==> src/rtl/d_inst_queue_pkg.sv <==
// d_inst_queue_pkg: shared definitions for the D->R decoded-instruction queue.
//   decode_pkg_t     : decoded instruction payload carried on the D->R interface.
//   INST_QUEUE_DEPTH : default queue depth, in single-instruction entries.
//   INST_W           : flattened payload width used on module ports.
package d_inst_queue_pkg;

    localparam int unsigned INST_QUEUE_DEPTH = 8;

    typedef struct packed {
        logic [15:0] pc;
        logic [7:0]  uop;
        logic [4:0]  rd;
        logic [4:0]  rs1;
        logic [4:0]  rs2;
    } decode_pkg_t;

    localparam int unsigned INST_W = $bits(decode_pkg_t);

    // Number of valid slots in a 2-slot decode pair.
    function automatic logic [1:0] popcount2(input logic [1:0] mask);
        return 2'(mask[0]) + 2'(mask[1]);
    endfunction

endpackage

==> src/rtl/d_inst_queue_compact.sv <==
// d_inst_queue_compact: combinational 2-slot compactor.
// Moves the oldest valid instruction of a sparse decode pair into slot 0.
//   r_valid_i[1:0] : per-slot valid from decode
//   inst0_i/inst1_i: decoded instructions, slot 0 / slot 1
//   n_in_o         : number of valid instructions (0..2)
//   inst0_o/inst1_o: compacted pair; inst1_o meaningful only when n_in_o == 2
module d_inst_queue_compact
    import d_inst_queue_pkg::*;
(
    input  logic [1:0]        r_valid_i,
    input  logic [INST_W-1:0] inst0_i,
    input  logic [INST_W-1:0] inst1_i,
    output logic [1:0]        n_in_o,
    output logic [INST_W-1:0] inst0_o,
    output logic [INST_W-1:0] inst1_o
);

    assign n_in_o  = popcount2(r_valid_i);
    // Slot 1 alone shifts down into slot 0; otherwise order is already packed.
    assign inst0_o = r_valid_i[0] ? inst0_i : inst1_i;
    assign inst1_o = inst1_i;

endmodule

==> src/rtl/d_inst_queue.sv <==
// d_inst_queue: 2-in/2-out in-order queue of decoded instructions between
// decode (D) and rename (R). Absorbs rename back-pressure, compacts sparse
// decode pairs, and is cleared by a C-stage flush.
// Optional feature macro: D_INST_QUEUE_BYPASS_EN (same-cycle bypass when empty).
// Ports:
//   clk, rst                  : clock, asynchronous active-high reset
//   d_q_valid_i / d_q_ready_o : decoder handshake
//   d_q_r_valid_i[1:0]        : per-slot valid of the incoming pair
//   d_q_inst0_i / d_q_inst1_i : incoming decoded instructions
//   q_r_valid_o / q_r_ready_i : rename handshake
//   q_r_r_valid_o[1:0]        : per-slot valid of the presented pair
//   q_r_inst0_o / q_r_inst1_o : presented instructions, oldest in slot 0
//   c_flush_i                 : discard all contents
//   empty_o                   : queue holds no instructions
module d_inst_queue
    import d_inst_queue_pkg::*;
#(
    parameter int unsigned DEPTH = INST_QUEUE_DEPTH
) (
    input  logic              clk,
    input  logic              rst,
    input  logic              d_q_valid_i,
    output logic              d_q_ready_o,
    input  logic [1:0]        d_q_r_valid_i,
    input  logic [INST_W-1:0] d_q_inst0_i,
    input  logic [INST_W-1:0] d_q_inst1_i,
    output logic              q_r_valid_o,
    input  logic              q_r_ready_i,
    output logic [1:0]        q_r_r_valid_o,
    output logic [INST_W-1:0] q_r_inst0_o,
    output logic [INST_W-1:0] q_r_inst1_o,
    input  logic              c_flush_i,
    output logic              empty_o
);

    localparam int unsigned PTR_W = $clog2(DEPTH);
    localparam int unsigned CNT_W = $clog2(DEPTH + 1);

    logic [PTR_W-1:0]  wptr_q, wptr_d;
    logic [PTR_W-1:0]  rptr_q, rptr_d;
    logic [CNT_W-1:0]  cnt_q, cnt_d;
    logic [INST_W-1:0] mem_q [DEPTH];

    logic [1:0]        n_in;
    logic [INST_W-1:0] cmp_inst0;
    logic [INST_W-1:0] cmp_inst1;
    logic              push;
    logic              bypass;
    logic              wr_en;
    logic              pop_mem;
    logic              has_one;
    logic              has_two;
    logic [1:0]        n_out;

    d_inst_queue_compact u_compact (
        .r_valid_i (d_q_r_valid_i),
        .inst0_i   (d_q_inst0_i),
        .inst1_i   (d_q_inst1_i),
        .n_in_o    (n_in),
        .inst0_o   (cmp_inst0),
        .inst1_o   (cmp_inst1)
    );

    // Room for a full pair is required even for a single instruction.
    assign d_q_ready_o = !rst && (cnt_q <= CNT_W'(DEPTH - 2)) && !c_flush_i;
    assign push        = d_q_valid_i && d_q_ready_o;

    assign has_one = (cnt_q != '0);
    assign has_two = (cnt_q >= CNT_W'(2));
    assign n_out   = has_two ? 2'd2 : 2'd1;

`ifdef D_INST_QUEUE_BYPASS_EN
    // Empty queue: present the incoming pair straight to rename.
    assign bypass = push && !has_one && (n_in != 2'd0);
`else
    assign bypass = 1'b0;
`endif

    // A bypassed pair taken by rename never touches storage.
    assign wr_en   = push && !(bypass && q_r_ready_i);
    assign pop_mem = has_one && q_r_ready_i;

    // Output presentation.
    always_comb begin
        q_r_valid_o   = has_one;
        q_r_r_valid_o = {has_two, has_one};
        q_r_inst0_o   = mem_q[rptr_q];
        q_r_inst1_o   = mem_q[rptr_q + PTR_W'(1)];
        if (bypass) begin
            q_r_valid_o   = 1'b1;
            q_r_r_valid_o = {n_in == 2'd2, 1'b1};
            q_r_inst0_o   = cmp_inst0;
            q_r_inst1_o   = cmp_inst1;
        end
    end

    assign empty_o = !has_one;

    // Pointer / occupancy next state; flush wins over push and pop.
    always_comb begin
        wptr_d = wptr_q;
        rptr_d = rptr_q;
        cnt_d  = cnt_q;
        if (c_flush_i) begin
            wptr_d = '0;
            rptr_d = '0;
            cnt_d  = '0;
        end else begin
            if (wr_en) begin
                wptr_d = wptr_q + PTR_W'(n_in);
            end
            if (pop_mem) begin
                rptr_d = rptr_q + PTR_W'(n_out);
            end
            cnt_d = cnt_q + (wr_en ? CNT_W'(n_in) : CNT_W'(0))
                          - (pop_mem ? CNT_W'(n_out) : CNT_W'(0));
        end
    end

    always_ff @(posedge clk or posedge rst) begin
        if (rst) begin
            wptr_q <= '0;
            rptr_q <= '0;
            cnt_q  <= '0;
        end else begin
            wptr_q <= wptr_d;
            rptr_q <= rptr_d;
            cnt_q  <= cnt_d;
        end
    end

    // Entry storage; contents are don't-care after reset.
    always_ff @(posedge clk) begin
        if (wr_en && (n_in != 2'd0)) begin
            mem_q[wptr_q] <= cmp_inst0;
        end
        if (wr_en && (n_in == 2'd2)) begin
            mem_q[wptr_q + PTR_W'(1)] <= cmp_inst1;
        end
    end

endmodule

==> config.mk <==
export PLATFORM = sky130hd
export DESIGN_NAME = d_inst_queue
export DESIGN_NICKNAME = d
export VERILOG_FILES = /design/src/rtl/d_inst_queue_pkg.sv /design/src/rtl/d_inst_queue_compact.sv /design/src/rtl/d_inst_queue.sv
export SDC_FILE = /design/constraint.sdc
export NUM_CORES = 1
export LEC_CHECK = 0
export ABC_AREA = 0
export BUFFER_PORTS_ARGS = -buffer_cell sky130_fd_sc_hd__buf_2
export CAP_MARGIN = 0
export CORE_ASPECT_RATIO = 1.5
export CORE_MARGIN = 1
export CORE_UTILIZATION = 55
export DETAILED_ROUTE_END_ITERATION = 16
export PLACE_DENSITY = 0.74
export SYNTH_ARGS = -nofsm -noshare
export SYNTH_HDL_FRONTEND = slang
export SYNTH_SLANG_ARGS = --single-unit
export TNS_END_PERCENT = 5
==> constraint.sdc <==
create_clock -name clk -period 5.3 [get_ports clk]
set_input_delay 0.265 -clock clk [delete_from_list [all_inputs] [get_ports clk]]
set_output_delay 0.265 -clock clk [all_outputs]
set_load 0.005 [all_outputs]
Yosys cells after proc, flatten, opt, wreduce, memory -nomap -nowiden
Memories as Yosys holds them, arrays and structs flattened.
Index checks and enable logic that the tools add are counted.
{ "op_classes": {"div_mod_pow": 0, "shifts": 0, "mul": 0, "bitwise": 0, "n_reduce_logical": 13, "n_mux": 13, "eq_ne": 1, "n_addsub": 7, "order_cmp": 2} }
{ "ops": {"columns": ["cell", "count"], "rows": [
  ["39-bit 2-to-1 mux", 1],
  ["3-bit 2-to-1 mux", 4],
  ["3-bit by 1-bit adder with 3-bit output, second input constant", 2],
  ["3-bit by 2-bit adder with 3-bit output", 2],
  ["1-bit logical AND", 6],
  ["2-bit 2-to-1 mux", 3],
  ["2-bit nonzero test", 3],
  ["4-bit by 2-bit adder with 4-bit output", 1],
  ["4-bit by 2-bit >= comparator with 1-bit output, second input constant", 1],
  ["4-bit by 3-bit <= comparator with 1-bit output, second input constant", 1],
  ["1-bit 2-to-1 mux", 4],
  ["4-bit 2-to-1 mux", 1],
  ["4-bit nonzero test", 1],
  ["4-bit by 2-bit subtractor with 4-bit output", 1],
  ["1-bit zero test", 3],
  ["1-bit by 1-bit adder with 2-bit output", 1],
  ["2-bit == test, second input constant", 1]
]} }
{ "totals": {"mem_bits_ro": 0, "ramBits": 312, "latch_bits": 0, "register_bits": 10, "memories": 1} }
{ "mem_list": {"columns": ["memory", "words", "width", "rd", "rd_clocked_by_memory_dff", "write_ports", "line_no", "source"], "rows": [
  ["mem_q", 8, 39, 2, 0, 2, "d_inst_queue.sv:42", "logic [INST_W-1:0] mem_q [DEPTH];"]
]} }

Longest topological paths before layout
{ "depth": {"word_depth": 8, "ltp_mapped": 15, "ltp_nobuf": 14} }

Cells and area by module
A second synthesis with hierarchy kept.
{ "hier_totals": {"cells_unflattened": 1141, "hier_area_um2": 19521.2} }
{ "modules_own_cells": {"columns": ["module", "area_per_inst_um2", "cells_each", "seq_area_each_um2", "instances"], "rows": [
  ["d_inst_queue", 18697.9, 1058, 9619.2, 1],
  ["d_inst_queue_compact", 823.3, 83, 0.0, 1]
]} }

Worst setup path before layout
No wires, ideal clock.
{ "synth_timing": {"path_type": "input-to-reg", "startpoint": "in d_q_r_valid_i[0]", "endpoint": "mem mem_q[3][0] (netlist bit) (enable)", "slack_ns": 1.867, "setup_time_ns": 0.435, "cell_stages": 6, "arrival_time_ns": 2.998, "cell_sequence": "buf_1 -> inv_1 -> ha_1 -> nor3b_1 -> a32oi_1 -> nor2_1"} }
{ "synth_rtl": {"columns": ["item", "line_no", "source"], "rows": [
  ["from (decl)", "d_inst_queue.sv:24", "input logic [1:0] d_q_r_valid_i,"],
  ["to (decl)", "d_inst_queue.sv:42", null]
]} }

Final worst setup path
{ "layout_timing": {"startpoint": "reg rptr_q[0]", "endpoint": "out q_r_inst1_o[6]"} }
{ "layout_between": {"elab_chain_cells": 2} }
{ "layout_rtl": {"columns": ["item", "line_no", "source"], "rows": [
  ["from (decl)", "d_inst_queue.sv:40", "logic [PTR_W-1:0] rptr_q, rptr_d;"],
  ["from (signal assigned)", "d_inst_queue.sv:127", "rptr_q <= rptr_d;"],
  ["3-bit by 1-bit adder with 3-bit output", "d_inst_queue.sv:88", "q_r_inst1_o = mem_q[rptr_q + PTR_W'(1)];"],
  ["memory read 8 x 39 bit", null, null],
  ["to (decl)", "d_inst_queue.sv:31", "output logic [INST_W-1:0] q_r_inst1_o,"]
]} }
No other way between the ends.

==> results.md <==
* Commonest non-fill, non-tap cells in the layout: mux2_2 (390), edfxtp_1 (312), buf_2 (167), mux4_2 (156), clkbuf_16 (31)
* Pre-Repair DR Iteration Count at 5
* Max transition margin at 31.0%
* Mean post-synth cell area at around 18 µm²
* Insertion delay to the later sink of the worst-skew pair at 570 ps
* Final hold violations at 0
* Sink Count at approximately 320
* Comb pwr share at between 40% and 50%
* Final cell count without fillers at 1726
* CTS tree: yes
* Layout Area Growth over Synthesis at 11.4%
* Vias in the first global route at 11900
* CTS clk-pin slew, worst paths at 60 ps
* Final ANT Viol Nets at 0
* Initial antenna violation count at 5
* Total track usage at 27.3%
* Sequential fraction of the synthesis area at between 40% and 50%
* EDFF count, synth at 312
* Final Slew Violations at 0
* Data arrival time of the critical path at between 3000 and 4000 ps
* Share of post-route cells with drive strength above 1 at 65.9%
* Yosys synthesis warning count at 0
* Pwr dens at 407 nW/µm²
* 1st-iter DRT viols at 700
* Crit share post-route at a little under 80%
* H-tree levels at 1
* RSZ-0062 raised after global routing: no
* Remaining global-route overflow at 0
* First-pass GRT wire length at 72000 µm
* Syn nets at 1203
* Max Root-Sink Buffers at 3
* Top_reg_cell synth: edfxtp_1
* Setup Fix Bufs, Post-CTS at 0
* Status: finished clean
* Nets at 1335
* Critical Path RT at 5040 ps
* Die area at 36100 µm²
* Core Area at between 30000 and 40000 µm²
* Fmax at about 0.24 GHz
* Commonest non-fill, non-tap cell in the layout: mux2_2
* Via count at between 10000 and 15000
* Starting Density at a little under three fifths
* Mapped Cells at 1101
* FFs w/ async S/R, synth at 3.11%
* Die Width at 155 µm
* Max-cap violations at 0
* Synthesis-stage register bit count at 322
* Synth Cell Area at 19400 µm²
* Share of power burned in registers at between 30% and 40%
* Clock power frac at about a quarter
* Die Span Y at 232 µm
* Cell variety after synth at 43
* Finish-stage setup viols at 0
* Hpwl dp at 28000 µm
* Total wire length at 48200 µm
* Switching pwr at 2.62 mW
* Crit path time final at 4140 ps
* TritonCTS buffer count at 31
* Buffers on Ports at between 150 and 200
* Internal at about 6.2 mW
* Routed WL per cell at 27.9 µm
* Setup_tns at 0 ps
* Pin count of the biggest net entering global routing at 58
* Worst Hold Class: input pin to register
* Drt drc at 0
* Gp weighted congestion at slightly above 0.8
* Crit Path Max Fanout at 57
* FP Rows at 83
* Worst vdd ir at 0.000276 V
* Worst-Margin Slew at 1030 ps
* Clk_skew at ~11 ps
* Crit Path Class: register to primary output
* Pleak at 7.20 nW
* Placed cell count at 1666
* CP startpoint kind: register
* Top Ports at between 150 and 200
* Vias/cell at 6.45
* Final core utilization at between 60% and 70%
* Switching share of power at 29.8%
* Setup crit end kind: primary output
* CTS root buf: clkbuf_16
## area by class of cell
type	instances	area [µm²]
inverters	15	56.3
fillers	2560	12900
repair buffers	187	1030
diodes	3	7.51
well taps	467	584
clock buffers	38	802
multi-input cells	676	9340
flip-flops and latches	322	9630
clock inverters	18	179
## synth_stat cells (2+ instances only)
cell	number	area share (%)
nand3_1	2	0.052
nand2b_1	3	0.097
nor2_1	16	0.31
buf_1	7	0.14
clkbuf_1	20	0.39
a32oi_1	6	0.27
mux2_1	11	0.64
or2_2	2	0.064
xnor2_1	3	0.14
nor2b_1	7	0.23
nand4_2	2	0.13
nand3_2	2	0.10
fa_1	4	0.41
o21ai_0	2	0.052
edfxtp_1	312	48
and4_4	2	0.12
a21oi_1	3	0.077
nand2_1	4	0.077
mux2i_1	2	0.10
inv_1	14	0.27
buf_4	10	0.39
xor2_1	2	0.090
mux2_2	390	23
buf_6	12	0.70
ha_1	13	0.84
mux4_2	156	18
mux2_4	30	2.3
and3_4	2	0.12
buf_2	37	0.95
dfrtp_1	10	1.3
and2_1	2	0.064
a22oi_1	2	0.077
## registers in the layout, summed over array words and instances, names as in the netlist
register	flops
mem_q	312
cnt_q	4
rptr_q	3
wptr_q	3
## worst max-delay path, stage by stage (launching register included)
cell     delay (ps)
dfrtp_4        1060
ha_4            750
buf_12          420
mux4_2          550
mux2_2          300
buf_2           140
## repair_timing
action | CTS | global route
hold buffers | 1 | 0
hold endpoints to repair | 10 | 0
resized for setup | 0 | 0
## power by group through the flow
stage,combinational [mW],clock [mW],sequential (mW)
2_1_floorplan,2.72,0,2.94
3_3_place_gp,3.56,0,3.08
3_5_place_dp,3.59,0,3.09
4_1_cts,3.61,2.23,3.03
5_1_grt,3.83,2.31,3.05
6_report,3.55,2.21,3.03
## stage by stage
step	power [mW]	cell area, µm²	setup WS (ps)	hold slack [ps]
after global placement	6.64	20600	1690	327
after global routing	9.19	21600	868	46.2
final	8.79	21600	1160	49.4
after floorplan	5.66	19400	1870	105
after detailed placement	6.68	20600	1640	333
after CTS	8.87	21600	1040	34.9
## cell families after synthesis
family / share of synthesized area, %
xor+xnor: 0.226
fa+ha+maj: 1.25
mux: 43.8
compound gates: 0.567
simple gates: 1.65
buf+inv: 2.98
flops: 49.5
## per-layer routing
metal | vias to the layer above | wire, µm | global-route usage [%]
met3 | 86 | 2590 | 3.79
met2 | 356 | 25400 | 48.9
met5 | - | 24 | 0
met1 | 5872 | 19000 | 34.1
met4 | 4 | 1160 | 8.82
li1 | 4819 | - | -
## path summary, 6_finish.rpt
kind	startpoint	endpoint	slack [ps]	cells past startpoint
max	rptr_q[0]	q_r_inst1_o[6]	1160	5
min	d_q_valid_i	wptr_q[2]	50	3
max reg2reg	wptr_q[0]	mem_q[6][11]	1980	6
min reg2reg	wptr_q[2]	wptr_q[2]	620	1
max in group asynchronous	rst	rptr_q[0]	4660	3
min in group asynchronous	rst	wptr_q[1]	300	3
Power figures use the tool's default switching activity.
